`src/rtl/ace_snoop_responder.sv`:
```
// ACE snoop responder: accepts one AC snoop, looks up the local line, answers on CR/CD,
// then issues the line-state update. Optional lookup error reporting under ACE_SNOOP_RESP_ERR_EN.
package ace_snoop_pkg;
  typedef logic [63:0] addr_t;
  typedef logic [63:0] data_t;
  typedef struct packed { addr_t addr; logic [3:0] snoop; logic [2:0] prot; } ac_chan_t;
  typedef struct packed { data_t data; logic last; } cd_chan_t;
  typedef struct packed { logic ac_valid; ac_chan_t ac; logic cr_ready; logic cd_ready; } snoop_req_t;
  typedef struct packed {
    logic ac_ready; logic cr_valid; logic [4:0] cr_resp; logic cd_valid; cd_chan_t cd;
  } snoop_resp_t;
endpackage

module ace_snoop_responder #(
  parameter int unsigned AddrWidth    = 64,
  parameter int unsigned BeatsPerLine = 4,
  parameter type ac_chan_t    = ace_snoop_pkg::ac_chan_t,
  parameter type cd_chan_t    = ace_snoop_pkg::cd_chan_t,
  parameter type snoop_req_t  = ace_snoop_pkg::snoop_req_t,
  parameter type snoop_resp_t = ace_snoop_pkg::snoop_resp_t,
  parameter type data_t       = ace_snoop_pkg::data_t
) (
  input  logic                            clk_i,
  input  logic                            rst_i,
  input  snoop_req_t                      snoop_req_i,
  output snoop_resp_t                     snoop_resp_o,
  output logic                            lkp_valid_o,
  input  logic                            lkp_ready_i,
  output logic [AddrWidth-1:0]            lkp_addr_o,
  input  logic                            lkp_rvalid_i,
  input  logic                            lkp_hit_i,
  input  logic                            lkp_dirty_i,
  input  logic                            lkp_unique_i,
`ifdef ACE_SNOOP_RESP_ERR_EN
  input  logic                            lkp_err_i,
`endif
  output logic                            rd_req_o,
  input  logic                            rd_gnt_i,
  output logic [$clog2(BeatsPerLine)-1:0] rd_beat_o,
  input  logic                            rd_rvalid_i,
  input  data_t                           rd_rdata_i,
  output logic                            upd_valid_o,
  input  logic                            upd_ready_i,
  output logic [1:0]                      upd_op_o
);
  localparam int unsigned BW   = $clog2(BeatsPerLine);
  localparam int unsigned OFFS = $clog2(BeatsPerLine * ($bits(data_t) / 8));
  localparam logic [AddrWidth-1:0] LineMask = ~((AddrWidth'(1) << OFFS) - AddrWidth'(1));
  localparam logic [BW-1:0] LastBeat = BW'(BeatsPerLine - 1);
  localparam logic [1:0] OpNone = 2'd0, OpInv = 2'd1, OpShr = 2'd2, OpCln = 2'd3;

  typedef enum logic [2:0] { S_IDLE, S_LKP, S_LKP_WAIT, S_CR, S_DATA, S_UPD } state_e;

  state_e                r_state, w_next;
  logic [AddrWidth-1:0]  r_addr;
  logic [3:0]            r_snoop;
  logic [4:0]            r_resp, w_resp;
  logic [1:0]            r_op, w_op;
  logic [BW-1:0]         r_beat;
  logic                  r_rd_busy, r_rd_last, r_rd_done;
  logic                  r_cd_valid, r_cd_last;
  data_t                 r_cd_data;
  logic                  w_rd_req, w_rd_fire, w_rd_ret, w_cd_fire;

  // Snoop decision; cr_resp = {WasUnique, IsShared, PassDirty, Error, DataTransfer}.
  always_comb begin
    w_resp = '0;
    w_op   = OpNone;
    if (lkp_hit_i) begin
      case (r_snoop)
        4'b0000: w_resp = {lkp_unique_i, 1'b1, 1'b0, 1'b0, 1'b1};
        4'b0001, 4'b0010, 4'b0011: begin
          w_resp = {lkp_unique_i, 1'b1, 1'b0, 1'b0, 1'b1};
          w_op   = OpShr;
        end
        4'b0111: begin
          w_resp = {lkp_unique_i, 1'b0, lkp_dirty_i, 1'b0, 1'b1};
          w_op   = OpInv;
        end
        4'b1001: begin
          w_resp = {2'b00, lkp_dirty_i, 1'b0, lkp_dirty_i};
          w_op   = OpInv;
        end
        4'b1000: begin
          w_resp = {1'b0, 1'b1, lkp_dirty_i, 1'b0, lkp_dirty_i};
          w_op   = lkp_dirty_i ? OpCln : OpNone;
        end
        4'b1101: w_op = OpInv;
        default: ;
      endcase
    end
`ifdef ACE_SNOOP_RESP_ERR_EN
    if (lkp_err_i) begin
      w_resp = 5'b00010;
      w_op   = OpNone;
    end
`endif
  end

  // A new beat read only when no read is in flight and the CD slot is free or draining now.
  assign w_cd_fire = r_cd_valid & snoop_req_i.cd_ready;
  assign w_rd_req  = (r_state == S_DATA) & ~r_rd_busy & ~r_rd_done & (~r_cd_valid | snoop_req_i.cd_ready);
  assign w_rd_fire = w_rd_req & rd_gnt_i;
  assign w_rd_ret  = r_rd_busy & rd_rvalid_i;

  always_ff @(posedge clk_i or posedge rst_i) begin
    if (rst_i) r_state <= S_IDLE;
    else       r_state <= w_next;
  end

  always_comb begin
    w_next = r_state;
    case (r_state)
      S_IDLE:     if (snoop_req_i.ac_valid) w_next = S_LKP;
      S_LKP:      if (lkp_ready_i) w_next = S_LKP_WAIT;
      S_LKP_WAIT: if (lkp_rvalid_i) w_next = S_CR;
      S_CR:       if (snoop_req_i.cr_ready)
                    w_next = r_resp[0] ? S_DATA : ((r_op != OpNone) ? S_UPD : S_IDLE);
      S_DATA:     if (w_cd_fire && r_cd_last) w_next = (r_op != OpNone) ? S_UPD : S_IDLE;
      S_UPD:      if (upd_ready_i) w_next = S_IDLE;
      default:    w_next = S_IDLE;
    endcase
  end

  always_comb begin
    snoop_resp_o          = '0;
    snoop_resp_o.ac_ready = (r_state == S_IDLE);
    snoop_resp_o.cr_valid = (r_state == S_CR);
    snoop_resp_o.cr_resp  = r_resp;
    snoop_resp_o.cd_valid = r_cd_valid;
    snoop_resp_o.cd.data  = r_cd_data;
    snoop_resp_o.cd.last  = r_cd_last;
    lkp_valid_o           = (r_state == S_LKP);
    lkp_addr_o            = r_addr;
    rd_req_o              = w_rd_req;
    rd_beat_o             = r_beat;
    upd_valid_o           = (r_state == S_UPD);
    upd_op_o              = r_op;
  end

  always_ff @(posedge clk_i or posedge rst_i) begin
    if (rst_i) begin
      r_addr     <= '0;
      r_snoop    <= '0;
      r_resp     <= '0;
      r_op       <= '0;
      r_beat     <= '0;
      r_rd_busy  <= 1'b0;
      r_rd_last  <= 1'b0;
      r_rd_done  <= 1'b0;
      r_cd_valid <= 1'b0;
      r_cd_last  <= 1'b0;
      r_cd_data  <= '0;
    end else begin
      if (r_state == S_IDLE && snoop_req_i.ac_valid) begin
        r_addr  <= snoop_req_i.ac.addr[AddrWidth-1:0] & LineMask;
        r_snoop <= snoop_req_i.ac.snoop;
      end
      if (r_state == S_LKP_WAIT && lkp_rvalid_i) begin
        r_resp <= w_resp;
        r_op   <= w_op;
      end
      if (r_state == S_CR) r_rd_done <= 1'b0;
      if (w_rd_fire) begin
        r_beat    <= r_beat + 1'b1;
        r_rd_busy <= 1'b1;
        r_rd_last <= (r_beat == LastBeat);
        if (r_beat == LastBeat) r_rd_done <= 1'b1;
      end
      if (w_rd_ret) begin
        r_rd_busy  <= 1'b0;
        r_cd_valid <= 1'b1;
        r_cd_data  <= rd_rdata_i;
        r_cd_last  <= r_rd_last;
      end else if (w_cd_fire) begin
        r_cd_valid <= 1'b0;
      end
    end
  end
endmodule

```
`config.mk`:
```
export PLATFORM = sky130hd
export DESIGN_NAME = ace_snoop_responder
export DESIGN_NICKNAME = d
export VERILOG_FILES = /design/src/rtl/ace_snoop_responder.sv
export SDC_FILE = /design/constraint.sdc
export NUM_CORES = 1
export LEC_CHECK = 0
export BUFFER_PORTS_ARGS = -buffer_cell sky130_fd_sc_hd__buf_2
export CAP_MARGIN = 20
export CORE_AREA = 2 2 114 116
export DETAILED_ROUTE_END_ITERATION = 10
export DIE_AREA = 0 0 116 118
export PLACE_DENSITY = 0.78
export SYNTH_ARGS = -nofsm -noshare
export SYNTH_HDL_FRONTEND = slang
export SYNTH_SLANG_ARGS = --single-unit
```
`constraint.sdc`:
```
create_clock -name clk_i -period 8.2 [get_ports clk_i]
set_input_delay 0.41 -clock clk_i [delete_from_list [all_inputs] [get_ports clk_i]]
set_output_delay 0.41 -clock clk_i [all_outputs]
set_load 0.05 [all_outputs]
```
; ---- Word-level counts from Yosys, hierarchy flattened
; Cells that the tools add are included.
[op_classes]
n_eq_ne = 19
n_addsub = 1
reduce_logical = 12
n_bitwise = 10
n_mux = 21
[ops]
columns = op, n
row1 = 2-to-1 mux 3 bit, 8
row2 = case mux 5 bit (4 select lines), 1
row3 = case mux 3 bit (6 select lines), 1
row4 = equality test 4 bit (second input constant), 3
row5 = equality test 4 x 2 -> 1 bit (second input constant), 2
row6 = 2-to-1 mux 1 bit, 7
row7 = bitwise AND 1 bit, 6
row8 = equality test 3 x 2 -> 1 bit (second input constant), 2
row9 = equality test 3 bit (second input constant), 2
row10 = inequality test 2 x 1 -> 1 bit (second input constant), 3
row11 = inequality test 2 bit (second input constant), 3
row12 = case mux 2 bit (3 select lines), 1
row13 = AND reduction 6 bit, 1
row14 = nonzero test 2 bit, 3
row15 = OR reduction 3 bit, 2
row16 = 2-to-1 mux 5 bit, 1
row17 = equality test 4 x 1 -> 1 bit (second input constant), 1
row18 = equality test 4 x 3 -> 1 bit (second input constant), 1
row19 = zero test 4 bit, 1
row20 = 2-to-1 mux 2 bit, 2
row21 = OR reduction 4 bit, 1
row22 = equality test 3 x 1 -> 1 bit (second input constant), 1
row23 = logical AND 1 bit, 3
row24 = zero test 3 bit, 1
row25 = 4 further kinds, 6
[word_totals]
regBits = 144
output_inout_bits = 144
inputBits = 148

; ---- Logic depth before layout (Yosys ltp)
[logic_depth]
ltp_word = 7
depth_mapped = 6
ltp_nobuf = 4

; ---- Least setup slack after synthesis
; Ideal clock, no wire load.
[synth_timing]
path_kind = reg-to-reg
start = reg r_state[1]
end = reg r_addr[10] (netlist: lkp_addr_o[10])
synth_period_minus_slack_ns = 2.701
stages_incl_launch_ff = 7
t_arrival_ns = 2.577
t_required_ns = 8.075
n_path_buf = 3
setup_slack_ns = 5.499
setup_time_ns = 0.125
cell_sequence = dfrtp_1 buf_2 nor3_1 and2_1 buf_2 buf_4 mux2_2
[synth_rtl]
columns = element, line_no
row1 = start: declaration, 54  ; state_e r_state, w_next;
row2 = start signal: assignment, 108  ; else r_state <= w_next;
row3 = end signal: assignment, 156  ; r_addr <= snoop_req_i.ac.addr[AddrWidth-1:0] & LineMask;
row4 = end: declaration, 55  ; logic [AddrWidth-1:0] r_addr;

; ---- Final worst setup path
[layout_timing]
start = reg r_state[1]
end = out rd_req_o
[layout_via]
elab_chain_cells = 4
[layout_rtl]
columns = element, line_no
row1 = equality test 3 bit, 102  ; assign w_rd_req = (r_state == S_DATA) & ~r_rd_busy & ~r_rd_done & (~r_cd_valid | snoop_req_i.cd_ready);
row2 = bitwise AND 1 bit (3 in series), 102
row3 = end: declaration, 37  ; output logic rd_req_o,
; No other way between the ends.

==> metrics.cfg <==
[run_status]
run_status=complete, no violations

[routing]
antenna_left=0
routed_wl_mm=13.4
dr.pass1.iters=4
num_vias=4071
routedWlPerCell_um=16.1
drtIter0Drc=189
via_per_inst=4.90
drc_errors=0

[critical_path]
worstPathRequired_ps=7790
ff2ff_setup_slack_ps=6070
cp_max_fo=11
end_kind=output pin
cp-start-kind=register
crit_type=register to output pin
arrival_ps=1970

[die]
pin_count=292
die_area_mm2=0.0137
rows=41
core_mm2=0.0124
initial_core_util_pct=45.8
fp.dieW_um=116
die_y_um=118

[final_layout]
drive_gt1_share_pct=67.4
n_antenna_cell=0
fin_nets=798
final_common_cell=buf_2
final_cell_mix=277 x buf_2, 143 x dfrtp_1, 130 x mux2_2, 17 x clkbuf_16, 11 x nand2_1
area_growth_pct=35.9
final_cell_count_no_fill=831
stdcell_area_mm2=0.00773

[clock_tree]
max-clock-path-buffers=2
clk_pin_slew_worst_paths_ps=60
cts_hold_buf=0
cts_max_level=4
post_cts_buffers=0
clock-sinks=143
cts_made_buffers=17
cts_tree=done
cts_root_buf=clkbuf_16
clk-insertion-delay-late_ps=410
cts_resized=0

[synth]
synth_edf_count=0
synthFlopType=dfrtp_1
avgSynthCellArea_um2=15.2
ys_types=39
synth.cell_area_mm2=0.00569
ys_seq_area_share_pct=62.9
async_flop_share_pct=100
synthCells=373
yosys_register_bits=143
yosysWarnings=0

[sta]
max_freq_mhz=420
final.setup_skew_ps=9.60
fin_crit_sh_pct=29.1
grt_setup_unrepaired=false
maxSlewViolCount=0
fin_tns_setup_ps=0
setup_viol=0
hold_violations=0
worst_pin_slew_ps=849
fin_crit_ps=2380
relSlewSlack_pct=43.4

[flow_run]
cap_viol_max_count=0

[place]
place_inst=802
detailed_place.area_mm2=0.00716
portBuffers=277
hpwl_mm=9.89
gp_congestion=0.843

[worst_hold_path]
hold_path.class=input port to async pin

[global_route]
globalRouteMet3Util_pct=7.67
grt_use_total_pct=20.2
antenna_found_initial=0
grt_pass1_wl_mm=21.2
grt_use_met2_pct=35.0
top_usage_layer=met2
grt_overflow_total=0
grt_max_degree=74
grt_use_met1_pct=21.9
grt_pass1_vias=4336

==> worst paths after layout <==
check	start	endpoint	cells past startpoint
max	r_state[1]$_DFFE_PP0P_	rd_req_o	3
min	rst_i	lkp_addr_o[41]$_DFFE_PP0P_	2
max reg2reg	r_state[1]$_DFFE_PP0P_	lkp_addr_o[21]$_DFFE_PP0P_	4
min reg2reg	r_resp[4]$_DFFE_PP0P_	r_resp[4]$_DFFE_PP0P_	1
max in group asynchronous	rst_i	r_cd_data[31]$_DFFE_PP0P_	3
min in group clk_i	snoop_req_i[47]	lkp_addr_o[38]$_DFFE_PP0P_	2
==> worst max-delay path, stage by stage, from the launching register on <==
cell	delay [ps]
dfrtp_1	510
or3b_4	460
nor4_4	280
buf_2	320
==> metrics by stage <==
stage               utilization, %  worst slack, ps  hold WS, ps
global route                  62.2             5700          142
CTS                           62.2             5780          126
detailed placement            57.7             6020          477
global placement              57.7             6110          467
finish                        62.2             5820         91.7
floorplan                        -             3950          477
==> metal layers <==
layer	wire (um)	part of all wire, %	vias up
met2	7240	54	170
li1	-	-	1852
met5	0	0	-
met4	327	2.4	0
met3	981	7.3	28
met1	4870	36	2021
==> cells in the mapped netlist, types with 2 or more instances <==
library cell	instances	share of area, %
o31ai_1	2	0.26
mux2_4	2	0.53
nor3b_1	3	0.40
mux2_2	130	26
o21ai_0	5	0.44
mux2i_1	3	0.53
buf_4	14	1.8
nor2_1	5	0.33
nand3b_1	2	0.26
nor2b_1	2	0.22
nor3_1	3	0.26
xnor2_1	2	0.31
dfrtp_1	143	63
a21oi_1	3	0.26
and2b_1	2	0.26
inv_1	5	0.33
buf_2	8	0.70
a21o_1	2	0.26
nand2_1	12	0.79
o22ai_1	2	0.22
clkbuf_1	5	0.33
==> cell type report <==
| type | count | area [um^2] |
|---|---|---|
| timing repair buffer | 280 | 1410 |
| sequential | 143 | 3580 |
| tap | 172 | 215 |
| multi-input combinational | 202 | 1940 |
| clock inverter | 6 | 85.1 |
| clock buffer | 23 | 478 |
| fill | 996 | 4690 |
| inverter | 5 | 23.8 |
==> registers in the layout (all words and copies together), names as in the netlist <==
register / count
r_cd_data: 64
r_cd_valid: 1
r_rd_busy: 1
r_snoop: 4
upd_op_o: 2
r_rd_done: 1
r_resp: 4
r_cd_last: 1
r_rd_last: 1
rd_beat_o: 2
r_state: 3
lkp_addr_o: 59
==> kinds of logic (layout without fill, tap and decap cells) <==
logic type      after synthesis  in the layout  synth area share (%)
mux                         135            135                  26.8
other cells                   1              6                0.0659
simple gates                 37             37                  3.78
buf+inv                      33            314                  3.41
xor+xnor                      2              2                 0.308
fa+ha+maj                     1              1                 0.220
compound gates               21             21                  2.51
flops                       143            143                  62.9
Power is not shown: default switching activity piles up to over one toggle a cycle in this logic, so the estimate is an artifact.
